### src/rtl/stack_unit_if.sv
// Stack port bundle: control-unit strobes in, top-of-stack / status out.
// Strobes are sampled on every rising edge; there is no back-pressure.
interface stack_unit_if #(
  parameter int DATA_W = 8,
  parameter int ADDR_W = 3
);
  logic              push;
  logic              pop;
  logic [DATA_W-1:0] push_data;
  logic              err_clr;
  logic [DATA_W-1:0] stack_state;
  logic [DATA_W-1:0] pop_data;
  logic              pop_valid;
  logic [ADDR_W:0]   count;
  logic              full;
  logic              empty;
  logic              overflow;
  logic              underflow;

  modport master (
    output push, pop, push_data, err_clr,
    input  stack_state, pop_data, pop_valid, count, full, empty, overflow, underflow
  );

  modport slave (
    input  push, pop, push_data, err_clr,
    output stack_state, pop_data, pop_valid, count, full, empty, overflow, underflow
  );
endinterface

### src/rtl/stack_unit.sv
// LIFO stack beside the CPU datapath; push+pop together replaces the top entry.
// Define STACK_ERR_STICKY_EN to make overflow/underflow sticky until err_clr.
module stack_unit #(
  parameter int DATA_W = 8,
  parameter int ADDR_W = 3
) (
  input  logic         clk,
  input  logic         rst_n,
  stack_unit_if.slave  bus
);
  localparam int DEPTH = 1 << ADDR_W;
  localparam logic [ADDR_W:0] DEPTH_SP = (ADDR_W+1)'(DEPTH);

  logic [DATA_W-1:0] mem [DEPTH];
  logic [ADDR_W:0]   sp;
  logic [DATA_W-1:0] pop_data_q;
  logic              pop_valid_q;
  logic              overflow_q;
  logic              underflow_q;

  logic              is_empty;
  logic              is_full;
  logic [ADDR_W-1:0] top_idx;
  logic [ADDR_W-1:0] wr_idx;
  logic              do_pop;
  logic              do_push;
  logic              ovf_evt;
  logic              unf_evt;

  assign is_empty = (sp == '0);
  assign is_full  = (sp == DEPTH_SP);
  // At sp == DEPTH the low bits are zero, so the subtraction lands on DEPTH-1.
  assign top_idx  = sp[ADDR_W-1:0] - 1'b1;

  always_comb begin
    do_pop  = 1'b0;
    do_push = 1'b0;
    ovf_evt = 1'b0;
    unf_evt = 1'b0;
    wr_idx  = sp[ADDR_W-1:0];
    do_pop  = bus.pop && !is_empty;
    // A push paired with a successful pop overwrites the top, so fullness is irrelevant.
    do_push = bus.push && (!is_full || do_pop);
    ovf_evt = bus.push && !bus.pop && is_full;
    unf_evt = bus.pop && is_empty;
    if (do_pop) wr_idx = top_idx;
  end

  always_ff @(posedge clk or negedge rst_n) begin
    if (!rst_n) begin
      sp          <= '0;
      pop_data_q  <= '0;
      pop_valid_q <= 1'b0;
      overflow_q  <= 1'b0;
      underflow_q <= 1'b0;
    end else begin
      if (do_push && !do_pop) sp <= sp + 1'b1;
      else if (do_pop && !do_push) sp <= sp - 1'b1;
      pop_valid_q <= do_pop;
      if (do_pop) pop_data_q <= mem[top_idx];
`ifdef STACK_ERR_STICKY_EN
      // A new error outranks a coincident clear.
      overflow_q  <= ovf_evt || (overflow_q && !bus.err_clr);
      underflow_q <= unf_evt || (underflow_q && !bus.err_clr);
`else
      overflow_q  <= ovf_evt;
      underflow_q <= unf_evt;
`endif
    end
  end

`ifndef STACK_ERR_STICKY_EN
  logic unused_err_clr;
  assign unused_err_clr = bus.err_clr;
`endif

  // Entry storage is deliberately left unreset.
  always_ff @(posedge clk) begin
    if (do_push) mem[wr_idx] <= bus.push_data;
  end

  assign bus.stack_state = is_empty ? '0 : mem[top_idx];
  assign bus.pop_data    = pop_data_q;
  assign bus.pop_valid   = pop_valid_q;
  assign bus.count       = sp;
  assign bus.full        = is_full;
  assign bus.empty       = is_empty;
  assign bus.overflow    = overflow_q;
  assign bus.underflow   = underflow_q;
endmodule

### src/flat_wrapper.sv
// flat-port wrapper written by rule: the top's interface ports become plain ports
module stack_unit_flat 
#(
  parameter int DATA_W = 8,
  parameter int ADDR_W = 3
)
  (clk, rst_n, bus_push, bus_pop, bus_push_data, bus_err_clr, bus_stack_state, bus_pop_data, bus_pop_valid, bus_count, bus_full, bus_empty, bus_overflow, bus_underflow);
  stack_unit_if #(.DATA_W(DATA_W), .ADDR_W(ADDR_W)) bus_i ();
  input  logic clk;
  input  logic rst_n;
  input wire logic [$bits(bus_i.push)-1:0] bus_push;
  input wire logic [$bits(bus_i.pop)-1:0] bus_pop;
  input wire logic [$bits(bus_i.push_data)-1:0] bus_push_data;
  input wire logic [$bits(bus_i.err_clr)-1:0] bus_err_clr;
  output wire logic [$bits(bus_i.stack_state)-1:0] bus_stack_state;
  output wire logic [$bits(bus_i.pop_data)-1:0] bus_pop_data;
  output wire logic [$bits(bus_i.pop_valid)-1:0] bus_pop_valid;
  output wire logic [$bits(bus_i.count)-1:0] bus_count;
  output wire logic [$bits(bus_i.full)-1:0] bus_full;
  output wire logic [$bits(bus_i.empty)-1:0] bus_empty;
  output wire logic [$bits(bus_i.overflow)-1:0] bus_overflow;
  output wire logic [$bits(bus_i.underflow)-1:0] bus_underflow;
  assign bus_i.push = bus_push;
  assign bus_i.pop = bus_pop;
  assign bus_i.push_data = bus_push_data;
  assign bus_i.err_clr = bus_err_clr;
  assign bus_stack_state = bus_i.stack_state;
  assign bus_pop_data = bus_i.pop_data;
  assign bus_pop_valid = bus_i.pop_valid;
  assign bus_count = bus_i.count;
  assign bus_full = bus_i.full;
  assign bus_empty = bus_i.empty;
  assign bus_overflow = bus_i.overflow;
  assign bus_underflow = bus_i.underflow;
  stack_unit #(.DATA_W(DATA_W), .ADDR_W(ADDR_W)) u_core (.clk(clk), .rst_n(rst_n), .bus(bus_i));
endmodule
### config.mk
export PLATFORM = sky130hd
export DESIGN_NAME = stack_unit_flat
export DESIGN_NICKNAME = d
export VERILOG_FILES = /design/src/rtl/stack_unit_if.sv /design/src/rtl/stack_unit.sv /design/src/flat_wrapper.sv
export SDC_FILE = /design/constraint.sdc
export NUM_CORES = 1
export LEC_CHECK = 0
export CORE_MARGIN = 2
export CORE_UTILIZATION = 56
export DETAILED_ROUTE_END_ITERATION = 12
export PLACE_DENSITY = 0.78
export SKIP_CTS_REPAIR_TIMING = 1
export SLEW_MARGIN = 0
export SYNTH_ARGS = -nofsm -noshare
export SYNTH_HDL_FRONTEND = slang
export SYNTH_SLANG_ARGS = --single-unit
### constraint.sdc
create_clock -name clk -period 3.3 [get_ports clk]
set_clock_uncertainty 0.15 [all_clocks]
set_input_delay 0.825 -clock clk [delete_from_list [all_inputs] [get_ports clk]]
set_output_delay 0.825 -clock clk [all_outputs]
set_load 0.02 [all_outputs]
==> results of run 1 <==
[stage by stage]
step           cells  hold WS (ns)  total power, mW
4_1_cts          379        0.3744            4.680
2_1_floorplan    248        0.3794            3.152
3_3_place_gp     363        0.3541            3.964
5_1_grt          386        0.3861            5.057
6_report         386        0.3683            4.773
3_5_place_dp     363        0.3583            4.037
[registers in the layout, indices dropped and copies added (netlist names)]
register	count
u_core.bus.pop_valid	1
u_core.mem	64
u_core.bus.overflow	1
u_core.bus.underflow	1
u_core.bus.pop_data	8
u_core.bus.count	4
[placed cells by master, fill, tap and decap left out, drive strengths merged, types with 3 or more instances in the layout]
| cell | netlist | layout |
|---|---|---|
| dlymetal6s2s | 0 | 9 |
| xnor2 | 5 | 5 |
| clkinv | 0 | 3 |
| nand4 | 8 | 8 |
| mux2i | 41 | 41 |
| inv | 16 | 18 |
| nand2 | 4 | 4 |
| clkdlybuf4s50 | 0 | 27 |
| clkbuf | 3 | 9 |
| clkinvlp | 0 | 3 |
| nor2 | 22 | 22 |
| nand3 | 33 | 33 |
| dfrtp | 15 | 15 |
| ha | 4 | 4 |
| edfxtp | 64 | 64 |
| buf | 10 | 23 |
[critical path, delay by kind of cell, from the launching register on]
kind          cells  cell delay [ns]
buf+inv           3             0.95
fa+ha+maj         1             0.23
flops             1             0.42
simple gates      2             0.30
[layout make-up]
class	instances	area share
flip-flops and latches	79	0.5342
multi-input cells	140	0.2530
repair buffers	59	0.1329
clock buffers	9	0.02879
well taps	75	0.02181
inverters	16	0.01483
clock inverters	7	0.01279
repair inverters	1	0.001745
[worst min path at each step]
stage / end / slack, ns / depth (start not counted)
floorplan: u_core.bus.count[0] / 0.38 / 0
global placement: u_core.bus.pop_data[3] / 0.35 / 2
detailed placement: u_core.bus.pop_data[4] / 0.36 / 2
CTS: u_core.bus.pop_data[4] / 0.37 / 2
global route: u_core.bus.pop_data[4] / 0.39 / 2
finish: u_core.bus.pop_data[4] / 0.37 / 2
[logic make-up after synthesis]
| group | after synthesis | share of synthesized area |
|---|---|---|
| and+or+nand+nor | 72 | 0.1057 |
| adders and majority gates | 5 | 0.01979 |
| xor gates and xnor gates | 6 | 0.02757 |
| DFF | 79 | 0.6488 |
| AOI/OAI and AO/OA | 15 | 0.03180 |
| buffers and inverters | 29 | 0.04735 |
| muxes | 42 | 0.1191 |
[power groups by stage]
| stage | combinational [mW] | clock (mW) | sequential (mW) |
|---|---|---|---|
| after floorplan | 1.64 | 0 | 1.51 |
| after global placement | 2.53 | 0 | 1.43 |
| after detailed placement | 2.59 | 0 | 1.45 |
| after CTS | 2.60 | 0.661 | 1.42 |
| after global routing | 2.90 | 0.709 | 1.45 |
| final | 2.70 | 0.645 | 1.42 |
[routing by layer]
| layer | share of wire | vias up | routed length, um |
|---|---|---|---|
| li1 | - | 1029 | - |
| met1 | 0.46 | 1024 | 3010 |
| met2 | 0.49 | 53 | 3241 |
| met3 | 0.040 | 6 | 264 |
| met4 | 0.0094 | 0 | 62 |
| met5 | 0 | - | 0 |
==> impl_results.md, run 1 <==
* Status: complete, no violations
* Overall routed net length at 6.579 mm
* Pint at 2.785 mW
* Fraction of layout cells with a size suffix above 1 at 0.1576
* Initial DRC count at 213
* Initial antenna violation count at 0
* Top cells by area, synth: edfxtp_1 54%, mux2i_1 12%, dfrtp_1 11%, nand3_1 4.7%, nor2_1 2.1%
* Min cycle time layout at 3.199 ns
* Post-Route Setup TNS at 0 ns
* Flop pwr share at 0.298
* Max_cap viols at 0
* Pre-CTS setup slack at 0.04970 ns
* Clock Latency Late Sink at 0.34 ns
* Critical path class: reg2out
* Worst Min Path Start: u_core.bus.pop_data[4]
* Met3 usage at 0.04055
* Register area at 2298 sq um
* CP endpoint kind: primary output
* P_sw at 1.988 mW
* Power density over the cells at 1109 nW/um^2
* H-tree Lvls at 3
* Post-layout util at 0.7141
* Worst Path Arrival at 2.22 ns
* Critical path launch point: u_core.bus.count[0]
* Sw frac at 0.4165
* Avg WL per Cell at 17.04 um
* Count of different cell masters after synthesis at 38
* Routability Congestion at 0.7670
* CTS sink count at 79
* Final Hold Fails at 0
* Multi-input gate area at 1089 sq um
* Largest net degree at the start of global routing at 40
* GRT Max-Usage Layer: met2
* Leak at 1.760 nW
* Vias at 2112
* # IOs at 38
* Clock buffer depth at 2
* Comb pwr share at 0.566
* Via density at 5.472
* Worst path cell trace: inv_1, ha_4, buf_4, nand2b_4, nor2_4, clkdlybuf4s50_1
* Clock transition at path regs at 0.09 ns
* Fill count at 393
* Final ANT Viol Nets at 0
* Async set-or-reset flop fraction in the synthesized netlist at 0.1899
* Die X at 83.52 um
* Part of the cycle the worst path needs at 0.9693
* Router iterations before antenna repair at 4
* Post-synth EDFFs at 64
* Clk root buf: clkbuf_8
* ANT cells at 0
* Cell taking the most area after synthesis: edfxtp_1
* Flop2flop setup slack at 0.18 ns
* GRT met1 Usage at 0.2490
* Pins Over Slew Limit at 0
* R2R depth at 14
* TritonCTS Buffers at 9
* Commonest cells post-synth: 64 x edfxtp_1, 41 x mux2i_1, 33 x nand3_1, 20 x nor2_1, 16 x inv_1
* Most numerous cell in the Yosys netlist: edfxtp_1
* Placed wire-length estimate at 4.410 mm
* Number of buffers added on ports at 36
* FP Rows at 28
* Mean Syn Cell Area at 14.28 sq um
* Met2 Use GR at 0.3277
* FF+latch count, synth at 79
* Setup ws final at 0.1014 ns
* Total number of yosys warnings at 0
* Sequential share of the synthesized area at 0.6488
* Core box area at 6026 sq um
* Max VDD drop at 0.9098 mV
* Synth Flop Type: edfxtp_1
* Req. time, crit path at 2.32 ns
* Post-Syn Instances at 248
* RR Startpoint: u_core.bus.count[0]
* DIE HEIGHT at 83.52 um
* Slew @ Worst Pin at 0.8250 ns
* Max Clk Rate at 0.3126 GHz
* CTS tree: built
* Syn_nets at 266
* Initial core utilization at 0.5876
* Yosys top cell area share at 0.5428
* Synthesized cell area at 3541 sq um
* GRT overflow at 0
* RR Endpoint: u_core.bus.count[3]
* Gr usage total at 0.1936
* Die area at 6975 sq um
* Finished Cell Area at 4303 sq um
* CP max stage delay at 0.64 ns
* Layout area overhead at 21.52%
* Clock power frac at 0.135
* Worst setup path endpoint: bus_empty
* Residual DRC count at 0
* First-pass GRT wire length at 10.24 mm
* Vias in the first global route at 2085
* Max Fanout on Critical Path at 7
* Fin nets at 324
* Final Setup Violations at 0
* DP Area at 4029 sq um
* Worst rel slew slack at 0.4479
* Startpoint types: register
* CP max-delay cell: clkdlybuf4s50_1
* Hold Crit Class: reg2reg
Note: power is estimated with default switching activity, not from simulation.
==> run 2, diff against run 1 <==
CORE_ASPECT_RATIO = 2   (was not set)
CORE_MARGIN = 5   (was 2)
==> run 2 against run 1 <==
Net effect: sequential power about the same; sequential share of layout area decreased by 1.6 points; via count is 2.8% higher; global-route usage grew 0.11 points; core utilization is 0.50 points lower; non-clock buffer count decreased by 5; design area rose by 3.1%; clock power up 61%; register-to-register slack better by 0.09 ns; critical endpoint unchanged; largest cell class unchanged; highest routed layer unchanged.
==> impl_results.md, run 2 (synthesis gave the netlist of run 1 again) <==
* Worst Path Arrival at 2.12 ns (-0.10 ns)
* First-pass GRT wire length at 11.21 mm (+9.4%)
* Startpoint types: register
* Pins Over Slew Limit at 0 (unchanged)
* Overall routed net length at 7.065 mm (+7.4%)
* Max FFs per register at 64 (unchanged)
* Initial DRC count at 129 (-39%)
* Most frequent cells in the layout: 64 x edfxtp_1, 41 x mux2i_1, 33 x nand3_1
* Placed wire-length estimate at 4.643 mm (+5.3%)
* Initial antenna violation count at 0 (unchanged)
* CTS tree: built
* Vias in the first global route at 2226 (+6.8%)
* Met3 usage at 0.04853 (+0.007981)
* Min cycle time layout at 3.096 ns (-0.1022 ns)
* CP max-delay cell: clkdlybuf4s50_1
* Reg with most FFs: u_core.mem
* Residual DRC count at 0 (unchanged)
* Req. time, crit path at 2.32 ns (about the same)
* Status: complete, no violations
* FP Rows at 41 (+46%)
* Final ANT Viol Nets at 0 (unchanged)
* Final Setup Violations at 0 (unchanged)
* Routability Congestion at 0.8344 (+8.8%)
* CP max stage delay at 0.62 ns (-0.02 ns)
* Max VDD drop at 0.5282 mV (-42%)
* Clk root buf: clkbuf_16
* Final Hold Fails at 0 (unchanged)
* Max Clk Rate at 0.3230 GHz (+3.3%)
* Power density over the cells at 1182 nW/um^2 (+6.5%)
* Die area at 8110 sq um (+16%)
* Commonest non-fill, non-tap cell in the layout: edfxtp_1
* Number of buffers added on ports at 36 (unchanged)
* ANT cells at 0 (unchanged)
* Slew @ Worst Pin at 0.8936 ns (+0.06858 ns)
* Max Fanout on Critical Path at 6 (-1)
* Clock buffer depth at 2 (unchanged)
* # IOs at 38 (unchanged)
* Max_cap viols at 0 (unchanged)
* Avg WL per Cell at 18.12 um (+6.3%)
* Clock transition at path regs at 0.06 ns (-0.03 ns)
* Worst hold slack at 0.3620 ns (-0.006337 ns)
* Fin nets at 318 (-1.9%)
* GRT met1 Usage at 0.2064 (-0.04260)
* GRT Max-Usage Layer: met2
* Initial core utilization at 0.5658 (-0.02185)
* Critical path class: reg2out
* Fill count at 436 (+11%)
* Via density at 5.569 (+1.8%)
* CP endpoint kind: primary output
* Worst path cell trace: inv_1, ha_4, buf_4, nand2b_4, nor2_4, clkdlybuf4s50_1
* Worst rel slew slack at 0.4021 (-0.04589)
* Layout area overhead at 25.34%
* Met2 Use GR at 0.3348 (+0.007073)
* Hold Crit Class: reg2reg
* Fraction of layout cells with a size suffix above 1 at 0.1414 (-0.01611)
* Die X at 66.23 um (-21%)
* CTS sink count at 79 (unchanged)
* DIE HEIGHT at 122.5 um (+47%)
* Setup ws final at 0.2037 ns (+0.1022 ns)
* Largest net degree at the start of global routing at 40 (unchanged)
* Vias at 2172 (+2.8%)
* Clock Latency Late Sink at 0.33 ns (about the same)
* Part of the cycle the worst path needs at 0.9383 (-0.03098)
* GRT overflow at 0 (unchanged)
* H-tree Lvls at 3 (unchanged)
* Leak at 1.810 nW (+2.8%)
* Pre-CTS setup slack at 0.04598 ns (-0.003719 ns)
* Router iterations before antenna repair at 4 (unchanged)
* Gr usage total at 0.1947 (+0.001117)
* TritonCTS Buffers at 9 (unchanged)
* Core box area at 6259 sq um (+3.9%)
## run 2: worst paths after layout
| kind | startpoint | to | slack [ns] | cells past startpoint |
|---|---|---|---|---|
| min | u_core.bus.pop_data[7] | u_core.bus.pop_data[7] | 0.36 | 2 |
| max in group asynchronous | rst_n | u_core.bus.count[0] | 1.78 | 1 |
| max reg2reg | u_core.bus.count[0] | u_core.bus.count[3] | 0.27 | 14 |
| max | u_core.bus.count[0] | bus_empty | 0.20 | 6 |
| min in group asynchronous | rst_n | u_core.bus.count[2] | 0.75 | 1 |
| min reg2reg | u_core.bus.pop_data[7] | u_core.bus.pop_data[7] | 0.36 | 2 |
## run 2: where the power goes
part	leakage, nW	total, mW	switching (mW)	internal, mW
logic	0.899	2.77	1.57	1.21
clock network	0.155	1.04	0.365	0.679
registers	0.756	1.43	0.102	1.33
total	1.81	5.25	2.03	3.21
## run 2: area by class of cell
class                      instances  area [sq um]  share of cell area
tap                               86         107.6             0.02425
timing repair buffer              54         559.3              0.1260
clock inverter                     5         81.33             0.01833
clock buffer                      10         239.0             0.05385
sequential                        79          2298              0.5179
inverter                          16         63.81             0.01438
multi-input combinational        140          1089              0.2453
## run 2: layer usage
| layer | part of all wire | wire, um |
|---|---|---|
| met1 | 0.36 | 2516 |
| met3 | 0.057 | 404 |
| met4 | 0.035 | 247 |
| met2 | 0.55 | 3895 |
| met5 | 0 | 0 |
## run 2: critical path, delay by kind of cell, from the launching register on
family / cells / cell delay (ns)
fa+ha+maj: 1 / 0.23
flops: 1 / 0.41
buf+inv: 3 / 0.93
simple gates: 2 / 0.22
## run 2: per-stage QoR
| stage | utilization | area [sq um] | TNS [ns] | power [mW] | cells |
|---|---|---|---|---|---|
| after floorplan | - | 3541 | 0 | 3.152 | 248 |
| after global placement | 0.6423 | 4020 | 0 | 4.016 | 371 |
| after detailed placement | 0.6423 | 4020 | 0 | 4.078 | 371 |
| after CTS | 0.6935 | 4340 | -2.737 | 5.134 | 386 |
| after global routing | 0.7091 | 4438 | -0.03836 | 5.552 | 390 |
| final | 0.7091 | 4438 | 0 | 5.246 | 390 |
